===== src/rtl/lfsr_prbs_lock_check.sv =====
// Self-synchronising PRBS receive checker: feed-forward LFSR descrambler plus FILL/HUNT/LOCKED tracking.
// Define LFSR_PRBS_CHECK_BIT_COUNT_EN to accumulate errored bits instead of errored words.
module lfsr_prbs_lock_check #(
    parameter int                    LFSR_WIDTH   = 31,
    parameter logic [LFSR_WIDTH-1:0] LFSR_POLY    = 31'h10000001,
    parameter string                 LFSR_CONFIG  = "FIBONACCI",
    parameter bit                    REVERSE      = 1'b0,
    parameter bit                    INVERT       = 1'b1,
    parameter int                    DATA_WIDTH   = 64,
    parameter string                 STYLE        = "AUTO",
    parameter int                    LOCK_COUNT   = 16,
    parameter int                    UNLOCK_COUNT = 8,
    parameter int                    COUNT_WIDTH  = 32
) (
    input  logic                   clk,
    input  logic                   rst,
    input  logic [DATA_WIDTH-1:0]  data_in,
    input  logic                   data_in_valid,
    input  logic                   error_count_clear,
    output logic                   word_error,
    output logic                   locked,
    output logic [COUNT_WIDTH-1:0] error_count
);

    localparam int FILL_WORDS = (LFSR_WIDTH + DATA_WIDTH - 1) / DATA_WIDTH;
    localparam int FILL_W     = $clog2(FILL_WORDS + 1);
    localparam int POP_W      = $clog2(DATA_WIDTH + 1);
    localparam int SUM_W      = ((COUNT_WIDTH > POP_W) ? COUNT_WIDTH : POP_W) + 1;

    typedef enum logic [1:0] {FILL = 2'd0, HUNT = 2'd1, LOCKED = 2'd2} state_t;

    if (LFSR_CONFIG != "FIBONACCI") begin : g_config_check
        $error("lfsr_prbs_lock_check: only the FIBONACCI LFSR configuration is implemented");
    end
    if (STYLE != "AUTO" && STYLE != "LOOP" && STYLE != "REDUCTION") begin : g_style_check
        $error("lfsr_prbs_lock_check: STYLE must be AUTO, LOOP or REDUCTION");
    end

    function automatic logic [DATA_WIDTH-1:0] bit_rev(input logic [DATA_WIDTH-1:0] v);
        logic [DATA_WIDTH-1:0] r;
        for (int i = 0; i < DATA_WIDTH; i++) r[i] = v[DATA_WIDTH-1-i];
        return r;
    endfunction

    // One word through a feed-forward Fibonacci LFSR, first-shifted bit at the MSB.
    // The received bit (not the feedback) is shifted into the state, which is what makes it self-synchronising.
    function automatic logic [LFSR_WIDTH+DATA_WIDTH-1:0] lfsr_ff_step(
        input logic [LFSR_WIDTH-1:0] state_in,
        input logic [DATA_WIDTH-1:0] data
    );
        logic [LFSR_WIDTH-1:0] s;
        logic [DATA_WIDTH-1:0] o;
        logic                  fb;
        s = state_in;
        o = '0;
        for (int i = DATA_WIDTH - 1; i >= 0; i--) begin
            fb = s[LFSR_WIDTH-1] ^ data[i];
            for (int j = 1; j < LFSR_WIDTH; j++) begin
                if (LFSR_POLY[j]) fb = fb ^ s[j-1];
            end
            o = {o[DATA_WIDTH-2:0], fb};
            s = {s[LFSR_WIDTH-2:0], data[i]};
        end
        return {s, o};
    endfunction

    function automatic logic [COUNT_WIDTH-1:0] sat_add(
        input logic [COUNT_WIDTH-1:0] a,
        input logic [POP_W-1:0]       b
    );
        logic [SUM_W-1:0] sum;
        sum = SUM_W'(a) + SUM_W'(b);
        if (sum > SUM_W'({COUNT_WIDTH{1'b1}})) return '1;
        return sum[COUNT_WIDTH-1:0];
    endfunction

    logic [LFSR_WIDTH-1:0] lfsr_state;
    logic [LFSR_WIDTH-1:0] lfsr_state_next;
    logic [DATA_WIDTH-1:0] data_ord;
    logic [DATA_WIDTH-1:0] lfsr_out;
    logic [DATA_WIDTH-1:0] err_vec;
    logic [DATA_WIDTH-1:0] err_vec_p1;
    logic                  vld_p1;
    logic                  bad_p1;
    logic [POP_W-1:0]      err_incr;

    always_comb begin
        data_ord = REVERSE ? bit_rev(data_in) : data_in;
        {lfsr_state_next, lfsr_out} = lfsr_ff_step(lfsr_state, data_ord);
        if (REVERSE) lfsr_out = bit_rev(lfsr_out);
        err_vec = lfsr_out ^ {DATA_WIDTH{INVERT}};
    end

    // Stage 1: descrambler state advance and error vector capture
    always_ff @(posedge clk or posedge rst) begin
        if (rst) begin
            lfsr_state <= '0;
            err_vec_p1 <= '0;
            vld_p1     <= 1'b0;
        end else begin
            vld_p1 <= data_in_valid;
            if (data_in_valid) begin
                lfsr_state <= lfsr_state_next;
                err_vec_p1 <= err_vec;
            end
        end
    end

    assign bad_p1 = |err_vec_p1;

`ifdef LFSR_PRBS_CHECK_BIT_COUNT_EN
    logic [POP_W-1:0] pop_p1;

    function automatic logic [POP_W-1:0] popcount(input logic [DATA_WIDTH-1:0] v);
        logic [POP_W-1:0] n;
        n = '0;
        for (int i = 0; i < DATA_WIDTH; i++) n = n + POP_W'(v[i]);
        return n;
    endfunction

    always_ff @(posedge clk or posedge rst) begin
        if (rst) begin
            pop_p1 <= '0;
        end else if (data_in_valid) begin
            pop_p1 <= popcount(err_vec);
        end
    end

    assign err_incr = pop_p1;
`else
    assign err_incr = POP_W'(1);
`endif

    state_t                 state, state_next;
    logic [FILL_W-1:0]      fill_cnt, fill_cnt_next;
    logic [7:0]             good_cnt, good_cnt_next;
    logic [7:0]             bad_cnt, bad_cnt_next;
    logic                   word_error_next;
    logic                   count_inc;
    logic [COUNT_WIDTH-1:0] count_base;
    logic [COUNT_WIDTH-1:0] error_count_next;

    always_comb begin
        state_next      = state;
        fill_cnt_next   = fill_cnt;
        good_cnt_next   = good_cnt;
        bad_cnt_next    = bad_cnt;
        word_error_next = 1'b0;
        count_inc       = 1'b0;
        if (vld_p1) begin
            unique case (state)
                FILL: begin
                    if (fill_cnt == FILL_W'(FILL_WORDS - 1)) begin
                        state_next    = HUNT;
                        fill_cnt_next = '0;
                    end else begin
                        fill_cnt_next = fill_cnt + FILL_W'(1);
                    end
                end
                HUNT: begin
                    word_error_next = bad_p1;
                    if (bad_p1) begin
                        good_cnt_next = '0;
                    end else if (good_cnt == 8'(LOCK_COUNT - 1)) begin
                        state_next    = LOCKED;
                        good_cnt_next = '0;
                    end else begin
                        good_cnt_next = good_cnt + 8'd1;
                    end
                end
                LOCKED: begin
                    word_error_next = bad_p1;
                    if (bad_p1) begin
                        count_inc = 1'b1;
                        if (bad_cnt == 8'(UNLOCK_COUNT - 1)) begin
                            state_next   = HUNT;
                            bad_cnt_next = '0;
                        end else begin
                            bad_cnt_next = bad_cnt + 8'd1;
                        end
                    end else begin
                        bad_cnt_next = '0;
                    end
                end
                default: state_next = FILL;
            endcase
        end
        // Clear takes effect before the increment so a coincident error is not lost.
        count_base       = error_count_clear ? '0 : error_count;
        error_count_next = count_inc ? sat_add(count_base, err_incr) : count_base;
    end

    // Stage 2: lock state machine, counters and word_error pulse
    always_ff @(posedge clk or posedge rst) begin
        if (rst) begin
            state       <= FILL;
            fill_cnt    <= '0;
            good_cnt    <= '0;
            bad_cnt     <= '0;
            word_error  <= 1'b0;
            error_count <= '0;
        end else begin
            state       <= state_next;
            fill_cnt    <= fill_cnt_next;
            good_cnt    <= good_cnt_next;
            bad_cnt     <= bad_cnt_next;
            word_error  <= word_error_next;
            error_count <= error_count_next;
        end
    end

    assign locked = (state == LOCKED);

endmodule


===== config.mk =====
export PLATFORM = sky130hd
export DESIGN_NAME = lfsr_prbs_lock_check
export DESIGN_NICKNAME = d
export VERILOG_FILES = /design/src/rtl/lfsr_prbs_lock_check.sv
export SDC_FILE = /design/constraint.sdc
export NUM_CORES = 1
export LEC_CHECK = 0
export ABC_AREA = 1
export BUFFER_PORTS_ARGS = -buffer_cell sky130_fd_sc_hd__buf_4
export CORE_MARGIN = 2
export CORE_UTILIZATION = 64
export DETAILED_ROUTE_END_ITERATION = 8
export PLACE_DENSITY_LB_ADDON = 0.15
export RECOVER_POWER = 100
export SETUP_SLACK_MARGIN = 0.2
export SLEW_MARGIN = 10
export SYNTH_ARGS = -nofsm -noshare
export SYNTH_HDL_FRONTEND = slang
export SYNTH_SLANG_ARGS = --single-unit
export TNS_END_PERCENT = 100

===== constraint.sdc =====
create_clock -name clk -period 7.19 [get_ports clk]
set_clock_uncertainty 0.2 [all_clocks]
set_input_delay 1.0785 -clock clk [delete_from_list [all_inputs] [get_ports clk]]
set_output_delay 1.0785 -clock clk [all_outputs]
set_load 0.02 [all_outputs]

==> qor.yml, run 1 <==
outcome: "complete, but fails checks"
violations: "capacitance limit, slew limit"
tightest_slew_ns: 3.56
antenna_found_initial: 0
drt_first_pass_iters: 5
irDropWorstVdd_mv: 0.193
yosys_warnings: 0
worstSetupPathType: "in2reg"
drc: 0
startpoint_type: "input port"
clockBufferDepth: 2
max_cap_viol_count: 4
synth.distinct_cells: 34
grt_pass1_vias: 7449
ctsResizeCount: 0
fmax_mhz: 190
wirelength_um: 20600
start_util_pct: 65.7
worstPathArrival_ns: 5.38
n_antenna_cell: 0
design.die.area_um2: 14600
hold_path_class: "reg2reg"
crit_start: "data_in_valid"
numPortBuffers: 101
finish.utilization_pct: 75.4
rr_startpoint: "error_count[0]"
fill_cells: 1027
path_max_fanout: 69
cts_tree: "done"
worstPathRequired_ns: 7.30
wl_per_cell_um: 14.6
grt_overflow: 0
hp-start: "err_vec_p1[55]"
fin_cells: 1406
root_buffer: "clkbuf_16"
grt_util_all_layers_pct: 30.1
num_rows: 42
final_hold_viol_count: 0
ys_ff_latch: 147
cts-htree-levels: 4
io_pins: 102
grt_max_degree: 83
yosys.area.top_type: "dfrtp_1"
syn-instance-count: 1136
pwr_density_cell_nw_per_um2: 307
routed-via-count: 7618
dpl.hpwl_um: 14400
final_layout_size_suffix_gt1_share_pct: 9.67
cts_hold_buf: 0
ant_nets: 0
numCtsBuffers: 17
relSlewSlack_pct: -139
syn_nets: 1212
post-cts-setup-buffers: 0
period_share_pct: 73.3
syn2layout_area_growth_pct: 14.7
core_um2: 13300
clkSinkCount: 147
rsz0062_at_grt: "no"
clkLatencyLatePin_ns: 0.42
viasPerCell: 5.42
die_w_um: 121
globalplace.congestion: 0.940
period_minus_slack_ns: 5.27
p_leak_uw: 0.00475
synth_top_cell_area_share_pct: 42.1
tns_ns: 0
drt-initial-drc-count: 680
place_inst: 1375
maxSlewViolCount: 272
syn_area_um2: 8740
setup_violations: 0
syn_area_per_cell_um2: 7.69
cts.clk_slew.worst_paths_ns: 0.06
die_h_um: 121
final_nets: 1294
synth_area_leaders: "dfrtp_1 (42%), nand2_1 (13%), xnor2_1 (10%)"
end_kind: "register"
seq_area_frac_synth_pct: 42.1
grt_first_pass_wirelength_um: 34800
-- power breakdown --
group / internal [uW] / switching (uW) / total (uW)
clock: 639 / 337 / 976
combinational: 325 / 576 / 901
sequential: 1020 / 187 / 1200
-- through the flow --
stage                     worst slack [ns]  total power (uW)  hold WS, ns  instance area [um^2]
final                                 1.92              3080        0.284                 10000
after global placement                2.94              2140        0.266                  9530
after global routing                  1.48              3280        0.313                 10000
after CTS                             3.34              3160        0.288                 10200
after floorplan                       1.96              1820        0.253                  8740
after detailed placement              2.91              2170        0.273                  9530
-- final timing paths --
check,slack [ns],cells past startpoint,end
setup / recovery,1.92,4,err_vec_p1[42]
hold / removal,0.28,2,err_vec_p1[55]
setup reg to reg,3.14,17,error_count[27]
hold reg to reg,0.28,2,err_vec_p1[55]
max in group asynchronous,2.54,3,err_vec_p1[28]
min in group asynchronous,1.52,2,lfsr_state[13]
-- cell families (layout without fill, tap and decap cells) --
family | count (synthesis) | count (layout) | synth area share, %
adder cells (fa/ha/maj) | 8 | 8 | 1.15
AO/OA/AOI/OAI | 137 | 137 | 8.08
multiplexers | 2 | 2 | 0.229
AND/OR/NAND/NOR | 543 | 543 | 26.7
buffers and inverters | 157 | 251 | 7.53
XOR/XNOR | 142 | 142 | 14.2
flip-flops | 147 | 147 | 42.1
-- sequential cells by signal, indices dropped and copies added (netlist names) --
register / cells
state: 2
bad_cnt: 8
vld_p1: 1
error_count: 32
err_vec_p1: 64
word_error: 1
good_cnt: 8
lfsr_state: 31
-- area by class of cell --
type / count / area (um^2) / share of cell area (%)
multi-input cells: 832 / 4390 / 43.8
flip-flops and latches: 147 / 3680 / 36.7
repair buffers: 104 / 641 / 6.39
clock buffers: 21 / 470 / 4.70
inverters: 116 / 440 / 4.40
well taps: 176 / 220 / 2.20
clock inverters: 10 / 179 / 1.79
-- layer usage --
layer | GRT usage (%) | share of wire, % | vias to the layer above
li1 | - | - | 3753
met1 | 38.0 | 42 | 3563
met2 | 50.5 | 49 | 247
met3 | 5.75 | 5.6 | 55
met4 | 12.8 | 3.1 | 0
met5 | 0 | 0 | -
-- layout by cell type, fill, tap and decap left out, drive strengths merged --
cell type | netlist | final
nand3 | 84 | 84
clkbuf | 28 | 60
nand2 | 309 | 309
a31oi | 1 | 1
buf | 13 | 65
mux2i | 2 | 2
o21bai | 3 | 3
clkinv | 0 | 6
nor4 | 8 | 8
inv | 116 | 114
o21ai | 98 | 98
dfrtp | 147 | 147
xnor2 | 101 | 101
nor3 | 4 | 4
nand3b | 9 | 9
bufinv | 0 | 5
a21oi | 29 | 29
o22ai | 4 | 4
xor2 | 41 | 41
o31ai | 1 | 1
nor2 | 115 | 115
clkinvlp | 0 | 1
nand4 | 12 | 12
o32ai | 1 | 1
and2 | 2 | 2
ha | 8 | 8
-- critical path, stage by stage --
cell      delay, ns
clkbuf_1       1.54
clkinv_2       1.38
clkbuf_2       0.88
o21ai_0        0.44
-- Yosys cell counts --
library cell and instances:
a21oi_1 29, a31oi_1 1, and2_1 2, buf_1 3, buf_2 2, buf_6 7, buf_8 1, clkbuf_1 28
dfrtp_1 147, ha_1 8, inv_1 114, inv_2 1, inv_4 1, mux2i_1 2, nand2_1 306, nand2_2 3
nand3_1 77, nand3_2 6, nand3_4 1, nand3b_1 9, nand4_1 12, nor2_1 104, nor2_2 8, nor2_4 3
nor3_1 4, nor4_1 8, o21ai_0 94, o21ai_1 4, o21bai_1 3, o22ai_1 4, o31ai_1 1, o32ai_1 1
xnor2_1 101, xor2_1 41
(Power assumes the default switching activity.)
==> run 2: changes to the inputs <==
Settings changed: CORE_UTILIZATION 64 to 59.
Clock period 7.19 ns to 5.5 ns, I/O delays scaled along.
==> run 2 against run 1 <==
The run still ends with capacitance limit, slew limit left. Register-to-register slack worse by 1.7 ns. Hold slack about the same. First-iteration DRC count decreased by 24%. Via count down 1.9%. Wire length fell by 3.0%. Clock-buffer cell count down 1. Largest power group unchanged.
==> qor.yml, run 2 (same netlist as run 1, synthesis figures left out) <==
irDropWorstVdd_mv: 0.262
die_h_um: 126
design.die.area_um2: 15800
drc: 0
dpl_cell_area_um2: 9540
n_antenna_cell: 0
top_regs: "err_vec_p1: 64 flops, error_count: 32 flops, lfsr_state: 31 flops"
violations: "capacitance limit, slew limit"
tns_ns: 0
core_um2: 14500
crit_chain: "buf_4 > inv_4 > nand3_1 > nor2_1 > nand2_1 > nor2_1 > nand2_1 > nand2_1 > nand2_1 > nor2_1 > nand2_1 > nor2_1 > nand3_1 > nand3_1 > nand2_1 > inv_1"
start_util_pct: 60.3
max_cap_viol_count: 3
hold_path_class: "reg2reg"
wirelength_um: 20000
final_hold_viol_count: 0
setup_violations: 0
num_rows: 44
relSlewSlack_pct: -62.3
p_leak_uw: 0.00471
syn2layout_area_growth_pct: 14.2
outcome: "complete, but fails checks"
period_minus_slack_ns: 4.38
largest_register: "err_vec_p1"
grt_max_degree: 137
crit_path_top_delay_cell: "nand3_1"
ctsResizeCount: 0
grt_first_pass_wirelength_um: 34000
rsz0062_at_grt: "no"
wl_per_cell_um: 14.1
tightest_slew_ns: 2.43
grt_pass1_vias: 7137
place_worst_setup_slack_ns: 1.41
setup_ws_ns: 1.12
drt-initial-drc-count: 520
cts_hold_buf: 0
dpl.hpwl_um: 14300
die_w_um: 126
pwr_density_cell_nw_per_um2: 387
cpMostUsedCell: "nand2_1"
viasPerCell: 5.28
io_pins: 102
root_buffer: "clkbuf_16"
worstSetupPathType: "in2reg"
clockBufferDepth: 2
final_layout_size_suffix_gt1_share_pct: 9.82
globalplace.congestion: 0.913
end_kind: "register"
slowest_delay_ns: 0.94
antenna_found_initial: 0
clkSinkCount: 147
largest_register_ffs: 64
maxSlewViolCount: 205
final_nets: 1295
numCtsBuffers: 17
fmax_mhz: 228
routed-via-count: 7471
post-cts-setup-buffers: 0
cts-htree-levels: 4
numPortBuffers: 101
grt_overflow: 0
worstPathRequired_ns: 5.67
clkLatencyLatePin_ns: 0.43
period_share_pct: 79.6
path_max_fanout: 56
startpoint_type: "input port"
final_cell_mix: "nand2_1 (306), dfrtp_1 (147), inv_1 (113)"
final_common_cell: "nand2_1"
ant_nets: 0
fin_area_um2: 9980
grt_util_all_layers_pct: 26.7
cts_tree: "done"
worstPathArrival_ns: 4.54
drt_first_pass_iters: 5
cts.clk_slew.worst_paths_ns: 0.06
## run 2: cell count changes in the layout (fill, tap and decap cells not counted)
cell,before,now
buf_4,65,68
bufinv_16,5,1
clkbuf_2,2,0
clkbuf_4,1,0
clkinv_2,5,2
clkinvlp_4,0,4
inv_6,0,3
inv_8,0,2
## run 2: per-stage QoR
stage	hold WS, ns	total power (uW)	cells	util (%)
global route	0.303	4140	1416	68.9
global placement	0.266	2800	1384	65.9
finish	0.285	3870	1416	68.9
detailed placement	0.273	2830	1384	65.9
CTS	0.289	3990	1416	70.0
floorplan	0.253	2380	1136	-
## run 2: path summary, 6_finish.rpt
kind | to | from | cells after the start | slack [ns]
max | error_count[7] | error_count_clear | 16 | 1.12
min reg2reg | err_vec_p1[62] | err_vec_p1[62] | 2 | 0.28
min in group asynchronous | state[1] | rst | 2 | 0.97
max in group asynchronous | err_vec_p1[44] | rst | 3 | 1.55
min | err_vec_p1[62] | err_vec_p1[62] | 2 | 0.28
max reg2reg | error_count[7] | error_count[1] | 17 | 1.41
## run 2: cell type report
cell class	instances	area [um^2]
Clock buffer	20	467
Clock inverter	12	120
Fill cell	1245	4500
Inverter	116	443
Multi-Input combinational cell	832	4390
Sequential cell	147	3680
Tap cell	184	230
Timing Repair Buffer	105	649
## run 2: per-layer routing
layer / GRT usage, % / vias up / wire length, um
met5: 0 / - / 0
met4: 9.15 / 0 / 348
met3: 5.82 / 29 / 1140
met2: 43.5 / 215 / 9740
met1: 35.5 / 3462 / 8740
li1: - / 3765 / -
## run 2: worst max-delay path, delay by kind of cell
kind / cells / cell delay [ns]
simple gates: 13 / 3.07
buf+inv: 3 / 0.63
## run 2: where the power goes
group,switching [uW],internal [uW]
registers,237,1330
clock network,482,667
logic,739,414
total,1460,2410
==> run 3: changes to the inputs <==
Clock period 5.5 ns to 4.2 ns, I/O delays scaled along.
==> run 3 against run 2 <==
The flow still finishes with violations (capacitance limit, slew limit). Die area unchanged. Largest cell class unchanged. Clock-buffer cell count increased by 2. Critical path type unchanged. Critical endpoint is now error_count[16]. Critical path depth rose by 1. Highest routed layer unchanged.
==> qor.yml, run 3 (same netlist as run 1, synthesis figures left out) <==
die_w_um: 126
grt_overflow: 0
routed-via-count: 7603
die_h_um: 126
n_antenna_cell: 0
cts.clk_slew.worst_paths_ns: 0.06
start_util_pct: 60.3
max_cap_viol_count: 3
viasPerCell: 5.35
wl_per_cell_um: 14.5
fmax_mhz: 285
syn2layout_area_growth_pct: 14.9
root_buffer: "clkbuf_16"
grt_util_all_layers_pct: 27.1
rsz0062_at_grt: "no"
drt-initial-drc-count: 624
antenna_found_initial: 0
post-cts-setup-buffers: 0
numPortBuffers: 101
wirelength_um: 20500
grt_pass1_vias: 7171
violations: "capacitance limit, slew limit"
numCtsBuffers: 17
top_regs: "err_vec_p1: 64 flops, error_count: 32 flops, lfsr_state: 31 flops"
fin_cells: 1420
num_rows: 44
hp-start: "data_in[22]"
tns_ns: 0
pwr_density_cell_nw_per_um2: 511
grt_first_pass_wirelength_um: 34400
clkSinkCount: 147
hold_path_class: "in2reg"
globalplace.congestion: 0.935
startpoint_type: "input port"
path_max_fanout: 48
place_inst: 1387
final_nets: 1299
fill_cells: 1248
grt_max_degree: 137
largest_register_ffs: 64
worstSetupPathType: "in2reg"
worstPathArrival_ns: 3.67
irDropWorstVdd_mv: 0.374
rr_startpoint: "error_count[0]"
io_pins: 102
regArea_um2: 3680
final_common_cell: "nand2_1"
largest_register: "err_vec_p1"
tightest_slew_ns: 2.40
period_share_pct: 83.5
multi_input_area_um2: 4390
crit_start: "error_count_clear"
clkLatencyLatePin_ns: 0.43
dpl.hpwl_um: 14600
period_minus_slack_ns: 3.51
cts-htree-levels: 4
power.total_uw: 5130
maxSlewViolCount: 203
final_hold_viol_count: 0
final_layout_size_suffix_gt1_share_pct: 10.0
relSlewSlack_pct: -59.7
ant_nets: 0
design.die.area_um2: 15800
drt_first_pass_iters: 5
clockBufferDepth: 2
setup_violations: 0
worstPathRequired_ns: 4.37
p_leak_uw: 0.00474
drc: 0
end_kind: "register"
cts_tree: "done"
core_um2: 14500
final_cell_mix: "nand2_1 (306), dfrtp_1 (147), inv_1 (113)"
outcome: "complete, but fails checks"
run 3: cell count changes in the layout (fill, tap and decap cells not counted):
cell,delta
buf_12,+1
clkinv_2,+1
bufinv_16,+1
buf_2,+1
clkbuf_4,+2
clkinvlp_4,-3
inv_8,-2
nand3_2,+1
nand3_1,-1
clkinv_4,+2
inv_6,-1
dlygate4sd3_1,+1
clkbuf_1,+1
run 3: path summary, 6_finish.rpt:
kind                                   end  slack, ns  cells after the start
min in group asynchronous   err_vec_p1[18]       0.42                      3
max in group asynchronous  error_count[10]       0.87                      4
min                         lfsr_state[22]       0.22                      3
max reg2reg                error_count[16]       0.72                     18
min reg2reg                 err_vec_p1[54]       0.28                      2
max                        error_count[16]       0.69                     17
run 3: per-layer routing:
| metal | GRT usage (%) | wire length, um |
|---|---|---|
| met5 | 0 | 0 |
| met4 | 9.08 | 354 |
| met2 | 45.6 | 10200 |
| met1 | 35.2 | 8580 |
| met3 | 5.61 | 1370 |
run 3: where the power goes:
group,internal (uW),total [uW],switching [uW],leakage [uW]
clock network,926,1540,610,0.000291
logic,554,1540,982,0.00261
registers,1740,2060,319,0.00184
run 3: final cells by class:
type / count / area share, %
clock buffer: 22 / 4.73
timing repair buffer: 109 / 6.93
clock inverter: 10 / 1.21
inverter: 116 / 4.39
tap: 184 / 2.29
multi-input combinational: 832 / 43.8
sequential: 147 / 36.7
run 3: repair_timing:
action	CTS	global route
resized for setup	0	0
hold buffers	1	0
setup endpoints to repair	0	0
endpoints found under the hold margin	1	0
run 3: worst max-delay path, stage by stage:
cell and delay, ns:
buf_4 0.16, inv_4 0.38, nand3_1 0.20, nor2_1 0.47, nand2_1 0.20, nor2_1 0.27, nand2_1 0.08, nand2_1 0.08
nand2_1 0.06, nor2_1 0.10, nand2_1 0.06, nor2_1 0.12, nand3_2 0.28, buf_4 0.33, nand3_1 0.11, nand2_1 0.07
inv_1 0.05
run 3: through the flow:
step / hold WS, ns / utilization [%] / instance area, um^2 / worst slack, ns
after floorplan: 0.253 / - / 8740 / 1.34
after global placement: 0.266 / 66.2 / 9590 / 0.674
after detailed placement: 0.273 / 66.2 / 9590 / 0.537
after CTS: 0.214 / 70.4 / 10200 / 0.993
after global routing: 0.223 / 69.3 / 10000 / 0.325
final: 0.220 / 69.3 / 10000 / 0.695
